[src/rtl/sa_output_drain.sv]
// sa_output_drain
// Drains the systolic array's output scan chain one column per cycle and
// streams each column downstream through a single-entry valid/ready register.
// Downstream back-pressure freezes the scan chain so no column is lost or
// duplicated.
// Optional feature macro: SA_DRAIN_PRELOAD_EN
//   defined   : the chain input is fed from the i_pre_* stream and capture
//               waits for i_pre_valid, preloading the next context while
//               draining.
//   undefined : zeros are shifted into the chain (accumulators end cleared),
//               o_pre_ready is tied low and i_pre_* is ignored.
module sa_output_drain #(
  parameter int X    = 3,
  parameter int Y    = 3,
  parameter int OC_W = 48,
  localparam int IDX_W = (X > 1) ? $clog2(X) : 1,
  localparam int CNT_W = $clog2(X + 1)
) (
  input  logic                i_clk,
  input  logic                i_rstn,
  input  logic                i_drain_start,
  output logic                o_cscan_en,
  input  logic [Y*OC_W-1:0]   i_chain_c,
  output logic [Y*OC_W-1:0]   o_chain_c,
  input  logic [Y*OC_W-1:0]   i_pre_data,
  input  logic                i_pre_valid,
  output logic                o_pre_ready,
  output logic [Y*OC_W-1:0]   o_data,
  output logic [IDX_W-1:0]    o_col_idx,
  output logic                o_valid,
  input  logic                i_ready,
  output logic                o_busy,
  output logic                o_done,
  output logic                o_start_err
);

  typedef enum logic {
    S_IDLE  = 1'b0,
    S_DRAIN = 1'b1
  } state_t;

  state_t              r_state;
  logic [CNT_W-1:0]    r_cnt;
  logic [Y*OC_W-1:0]   r_data;
  logic [IDX_W-1:0]    r_col_idx;
  logic                r_valid;
  logic                r_done;
  logic                r_start_err;

  logic                w_pre_ok;
  logic                w_cap;
  logic                w_hs;
  logic                w_last_hs;

`ifdef SA_DRAIN_PRELOAD_EN
  // Preload columns enter the chain in step with every capture; a missing
  // preload column stalls the whole drain so the chain never shifts in junk.
  assign w_pre_ok    = i_pre_valid;
  assign o_chain_c   = i_pre_data;
  assign o_pre_ready = w_cap;
`else
  logic w_unused;
  assign w_pre_ok    = 1'b1;
  assign o_chain_c   = '0;
  assign o_pre_ready = 1'b0;
  assign w_unused    = ^{i_pre_data, i_pre_valid};
`endif

  // A column is taken from the chain only when the output register is free
  // (or being emptied this cycle) and columns remain; the array shifts on the
  // same edge, so the shift enable is the capture strobe itself.
  assign w_cap      = (r_state == S_DRAIN) && (r_cnt < CNT_W'(X)) &&
                      (!r_valid || i_ready) && w_pre_ok;
  assign w_hs       = r_valid && i_ready;
  assign w_last_hs  = (r_state == S_DRAIN) && w_hs &&
                      (r_col_idx == IDX_W'(X - 1));
  assign o_cscan_en = w_cap;

  // Drain FSM together with the output register, capture counter and the
  // registered done / start-error pulses.
  always_ff @(posedge i_clk or negedge i_rstn) begin
    if (!i_rstn) begin
      r_state     <= S_IDLE;
      r_cnt       <= '0;
      r_data      <= '0;
      r_col_idx   <= '0;
      r_valid     <= 1'b0;
      r_done      <= 1'b0;
      r_start_err <= 1'b0;
    end else begin
      r_done      <= 1'b0;
      r_start_err <= 1'b0;

      case (r_state)
        S_IDLE: begin
          if (i_drain_start) begin
            r_state <= S_DRAIN;
            r_cnt   <= '0;
          end
        end
        S_DRAIN: begin
          if (i_drain_start) begin
            r_start_err <= 1'b1;
          end
          if (w_last_hs) begin
            r_state <= S_IDLE;
            r_done  <= 1'b1;
          end
        end
        default: r_state <= S_IDLE;
      endcase

      if (w_cap) begin
        r_data    <= i_chain_c;
        r_col_idx <= r_cnt[IDX_W-1:0];
        r_valid   <= 1'b1;
        r_cnt     <= r_cnt + CNT_W'(1);
      end else if (w_hs) begin
        r_valid <= 1'b0;
      end
    end
  end

  assign o_data      = r_data;
  assign o_col_idx   = r_col_idx;
  assign o_valid     = r_valid;
  assign o_busy      = (r_state == S_DRAIN);
  assign o_done      = r_done;
  assign o_start_err = r_start_err;

endmodule

[config.mk]
export PLATFORM = sky130hd
export DESIGN_NAME = sa_output_drain
export DESIGN_NICKNAME = d
export VERILOG_FILES = /design/src/rtl/sa_output_drain.sv
export SDC_FILE = /design/constraint.sdc
export NUM_CORES = 1
export LEC_CHECK = 0
export BUFFER_PORTS_ARGS = -buffer_cell sky130_fd_sc_hd__buf_4
export CORE_AREA = 2 2 227 229
export CTS_CLUSTER_SIZE = 10
export DETAILED_ROUTE_END_ITERATION = 10
export DIE_AREA = 0 0 229 231
export MAX_ROUTING_LAYER = met4
export SLEW_MARGIN = 30
export SYNTH_ARGS = -nofsm -noshare
export SYNTH_HDL_FRONTEND = slang
export SYNTH_SLANG_ARGS = --single-unit
[constraint.sdc]
create_clock -name i_clk -period 1.68 [get_ports i_clk]
set_clock_uncertainty 0.1 [all_clocks]
set_input_delay 0.084 -clock i_clk [delete_from_list [all_inputs] [get_ports i_clk]]
set_output_delay 0.084 -clock i_clk [all_outputs]
set_load 0.02 [all_outputs]
==> Word-level counts from Yosys, hierarchy flattened <==
Cells that the tools add are included.
{ "totals": {"out_inout_bits": 296, "reg_bits": 152, "word_cells": 33} }
{ "classes": {"mux": 11, "bitwise": 1, "n_lt_le_gt_ge": 1, "eq_ne": 2, "reduce_logical": 10, "n_addsub": 1} }
{ "ops": {"columns": ["cell", "count"], "rows": [
  ["1-bit 2-to-1 mux", 7],
  ["2-bit 2-to-1 mux", 3],
  ["1-bit logical AND", 5],
  ["2-bit nonzero test", 2],
  ["2-bit by 1-bit adder with 2-bit output (second input constant)", 1],
  ["2-bit equality test (second input constant)", 1],
  ["2-bit < comparator (second input constant)", 1],
  ["2-bit inequality test (second input constant)", 1],
  ["1-bit case mux with 2 select lines", 1],
  ["2-bit AND reduction", 1],
  ["1-bit logical NOT", 1],
  ["1-bit logical OR", 1],
  ["1-bit NOT", 1]
]} }

==> Depth between registers and ports, before layout <==
{ "logic_depth": {"depth_word": 5, "depth_mapped": 6, "depth_no_buf": 4} }

==> Least setup slack after synthesis <==
No wires, ideal clock.
{ "synth_timing": {"path_kind": "register -> register", "startpoint": "register r_cnt[0]", "endpoint": "register r_data[105] (netlist: o_data[105])", "path_stages_with_launch": 7, "arrival_ps": 1578, "required_ps": 1455, "n_path_buf": 2, "slack_ps": -123, "path_cell_list": "dfrtp_1 -> ha_1 -> nand2b_1 -> a21oi_4 -> buf_6 -> buf_6 -> mux2_2"} }
{ "synth_via": {"elab_chain_cells": 3} }
{ "synth_rtl": {"columns": ["item", "line_no", "text"], "rows": [
  ["start: declaration", "43", "logic [CNT_W-1:0] r_cnt;"],
  ["start signal: assignment", "117", "r_cnt <= r_cnt + CNT_W'(1);"],
  ["2-bit < comparator", "72", "assign w_cap = (r_state == S_DRAIN) && (r_cnt < CNT_W'(X)) &&"],
  ["1-bit logical AND (2 in series)", "72", null],
  ["net o_cscan_en", "22", "output logic o_cscan_en,"],
  ["end signal: assignment", "114", "r_data <= i_chain_c;"],
  ["end: declaration", "44", "logic [Y*OC_W-1:0] r_data;"]
]} }
The timed path passes the listed nets, and every way through them passes these cells.
A chain may end at the register's enable or synchronous reset.

==> Final worst setup path <==
{ "layout_timing": {"startpoint": "register r_cnt[0]", "endpoint": "register r_data[76] (netlist: o_data[76])"} }
{ "layout_via": {"elab_chain_cells": 3} }
{ "layout_rtl": {"columns": ["item", "line_no"], "rows": [
  ["2-bit < comparator", "72"],
  ["1-bit logical AND (2 in series)", "72"]
]} }
Every way passes these cells.

==> impl_metrics.py <==
metrics = {
    "detailed_routing": {
        "wire_per_inst_um": 15.1,
        "drc": 0,
        "first_iter_violations": 106,
        "wl_um": 25100,
        "vias_per_cell": 3.08,
        "ant_nets": 0,
        "vias": 5112,
        "firstDrtPassIters": 4,
    },
    "sta": {
        "slew_violations": 0,
        "holdWs_ps": 267,
        "hold_viol": 0,
        "fin_crit_sh_pct": 115,
        "finalSetupViolCount": 149,
        "setup_slack_ps": -245,
        "max_freq_ghz": 0.520,
        "grt_setup_unrepaired": "yes",
        "period_needed_ps": 1920,
    },
    "die": {
        "die_area_um2": 52900,
        "core_um2": 50700,
        "placementRows": 83,
        "start_util_pct": 13.5,
        "die_y_um": 231,
        "io_pins": 589,
        "die_x_um": 229,
    },
    "setup_path": {
        "cp-end-kind": "flip-flop",
        "arrival_ps": 2180,
        "worstPathRequired_ps": 1930,
        "worstSetupPathType": "reg2reg",
        "cp-start-kind": "flip-flop",
        "worst-path-max-fanout": 8,
    },
    "clock_tree": {
        "clk_pin_slew_ps": 70,
        "cts.sinks": 152,
        "cts_buffer_depth": 2,
        "cts_tree": "yes",
        "clk_latency_ps": 470,
        "htreeDepth": 4,
        "cts-root-buf": "clkbuf_16",
        "cts_buffers": 17,
    },
    "synth": {
        "ys_seq_elements": 152,
        "synth_area_leaders": "dfrtp_1 (56%), mux2_1 (17%), buf_4 (16%)",
        "yosysTopAreaCell": "dfrtp_1",
        "synth_top_area_share_pct": 55.8,
        "avgSynthCellArea_um2": 14.3,
        "syn_inst": 477,
        "yosys_warnings": 0,
        "syn_area_um2": 6820,
        "synth.distinct_cells": 18,
        "ys_seq_area_share_pct": 55.8,
    },
    "place": {
        "dpl_cell_area_um2": 9490,
        "port_buffers": 298,
        "dpl.hpwl_um": 17000,
        "gp_congestion": 0.761,
    },
    "run_status": {
        "status": "finished, violations left",
        "failed_checks": "setup timing",
    },
    "layout": {
        "layout_commonest_cell": "buf_4",
        "num-nets-final": 1261,
        "seq_area_um2": 3800,
        "syn_to_final_growth_pct": 82.3,
        "postLayoutCoreUtil_pct": 24.5,
        "fin_area_um2": 12400,
        "multi_input_area_um2": 2610,
        "fillers": 5269,
        "insertedDiodeCount": 0,
        "drive_gt1_share_pct": 49.2,
        "final_cell_mix": "buf_4 (303), dfrtp_1 (152), dlygate4sd3_1 (148), conb_1 (145), mux2_4 (82)",
    },
    "global_route": {
        "grt_pass1_vias": 5482,
        "grt.overflow.total": 0,
        "grtUsageTotal_pct": 9.34,
        "antenna_found_initial": 0,
        "grt_max_degree": 41,
        "grt_pass1_wl_um": 34300,
    },
    "power": {
        "peakVddDrop_mv": 1.16,
        "total_leakage_power_nw": 5.95,
        "powerDensity_nw_per_um2": 1990,
    },
    "flow_run": {
        "cap_violations": 0,
    },
    "hold_path": {
        "min_path_type": "in2reg",
    },
}
sequential cells by signal (all words and copies together) (netlist names):
register     cells
o_valid          1
o_done           1
r_cnt            2
o_start_err      1
o_col_idx        2
o_busy           1
o_data         144
report_power, final:
part	total, W	internal (W)	switching (W)
clock	0.00426	0.00258	0.00168
combinational	0.0138	0.00733	0.00644
sequential	0.00673	0.00557	0.00116
per-layer routing:
layer / vias to the layer above / global-route usage, % / part of all wire, %
met5: - / - / 0
li1: 2301 / - / -
met4: 0 / 4.12 / 2.2
met3: 26 / 3.75 / 8.2
met1: 2494 / 10.8 / 44
met2: 291 / 14.2 / 46
kinds of logic (layout without fill, tap and decap cells):
family | Yosys count | after routing | share of synthesized area [%]
fa+ha+maj | 1 | 1 | 0.184
flops | 152 | 152 | 55.8
compound gates | 2 | 2 | 0.312
other cells | 1 | 145 | 0.0550
mux | 148 | 148 | 24.4
buf+inv | 164 | 522 | 18.6
simple gates | 9 | 9 | 0.679
cell usage after synthesis:
cell type and number:
a21oi_4 1, and2_1 1, buf_2 3, buf_4 145, buf_6 12, buf_8 1, conb_1 1, dfrtp_1 152
ha_1 1, inv_1 3, mux2_1 101, mux2_2 45, mux2i_1 2, nand2_1 2, nand2b_1 2, nand4b_1 1
nor2_1 3, o21ai_0 1
metrics by stage:
stage	instances	setup TNS (ps)	total power, W	setup WS, ps
after CTS	1650	-27130	0.0235	-249
after global placement	1456	-16050	0.0171	-145
after floorplan	621	-2010	0.0127	-19.3
after global routing	1659	-35250	0.0260	-307
final	1659	-24840	0.0248	-245
after detailed placement	1456	-16670	0.0173	-154
area by class of cell:
type | count | area share [%]
tap | 680 | 6.85
multi-input combinational | 305 | 21.0
timing repair buffer | 488 | 36.3
clock inverter | 12 | 1.53
sequential | 152 | 30.6
inverter | 3 | 0.0906
clock buffer | 19 | 3.64
final timing paths:
path / from / end / slack (ps) / cells after the start
setup reg to reg: r_cnt[0] / o_data[76] / -240 / 7
max in group asynchronous: i_rstn / o_data[86] / 330 / 4
hold reg to reg: o_data[84] / o_data[84] / 390 / 1
setup / recovery: r_cnt[0] / o_data[76] / -240 / 7
hold / removal: i_chain_c[52] / o_data[52] / 270 / 3
min in group asynchronous: i_rstn / o_data[125] / 570 / 3
critical path: stages, from the launching register on:
cell,delay (ps)
dfrtp_1,380
ha_2,180
nand2b_4,140
a21oi_4,140
buf_12,150
buf_16,170
clkbuf_16,190
mux2_4,300
repair_timing:
item / in CTS / in global routing
endpoints found under the hold margin: 302 / 0
buffers inserted: 11 / 2
resized for setup: 54 / 60
endpoints found under the setup margin: 141 / 149
hold buffers: 148 / 0
pin swaps: 0 / 1
gates cloned: 4 / 10
(Power assumes the default switching activity.)
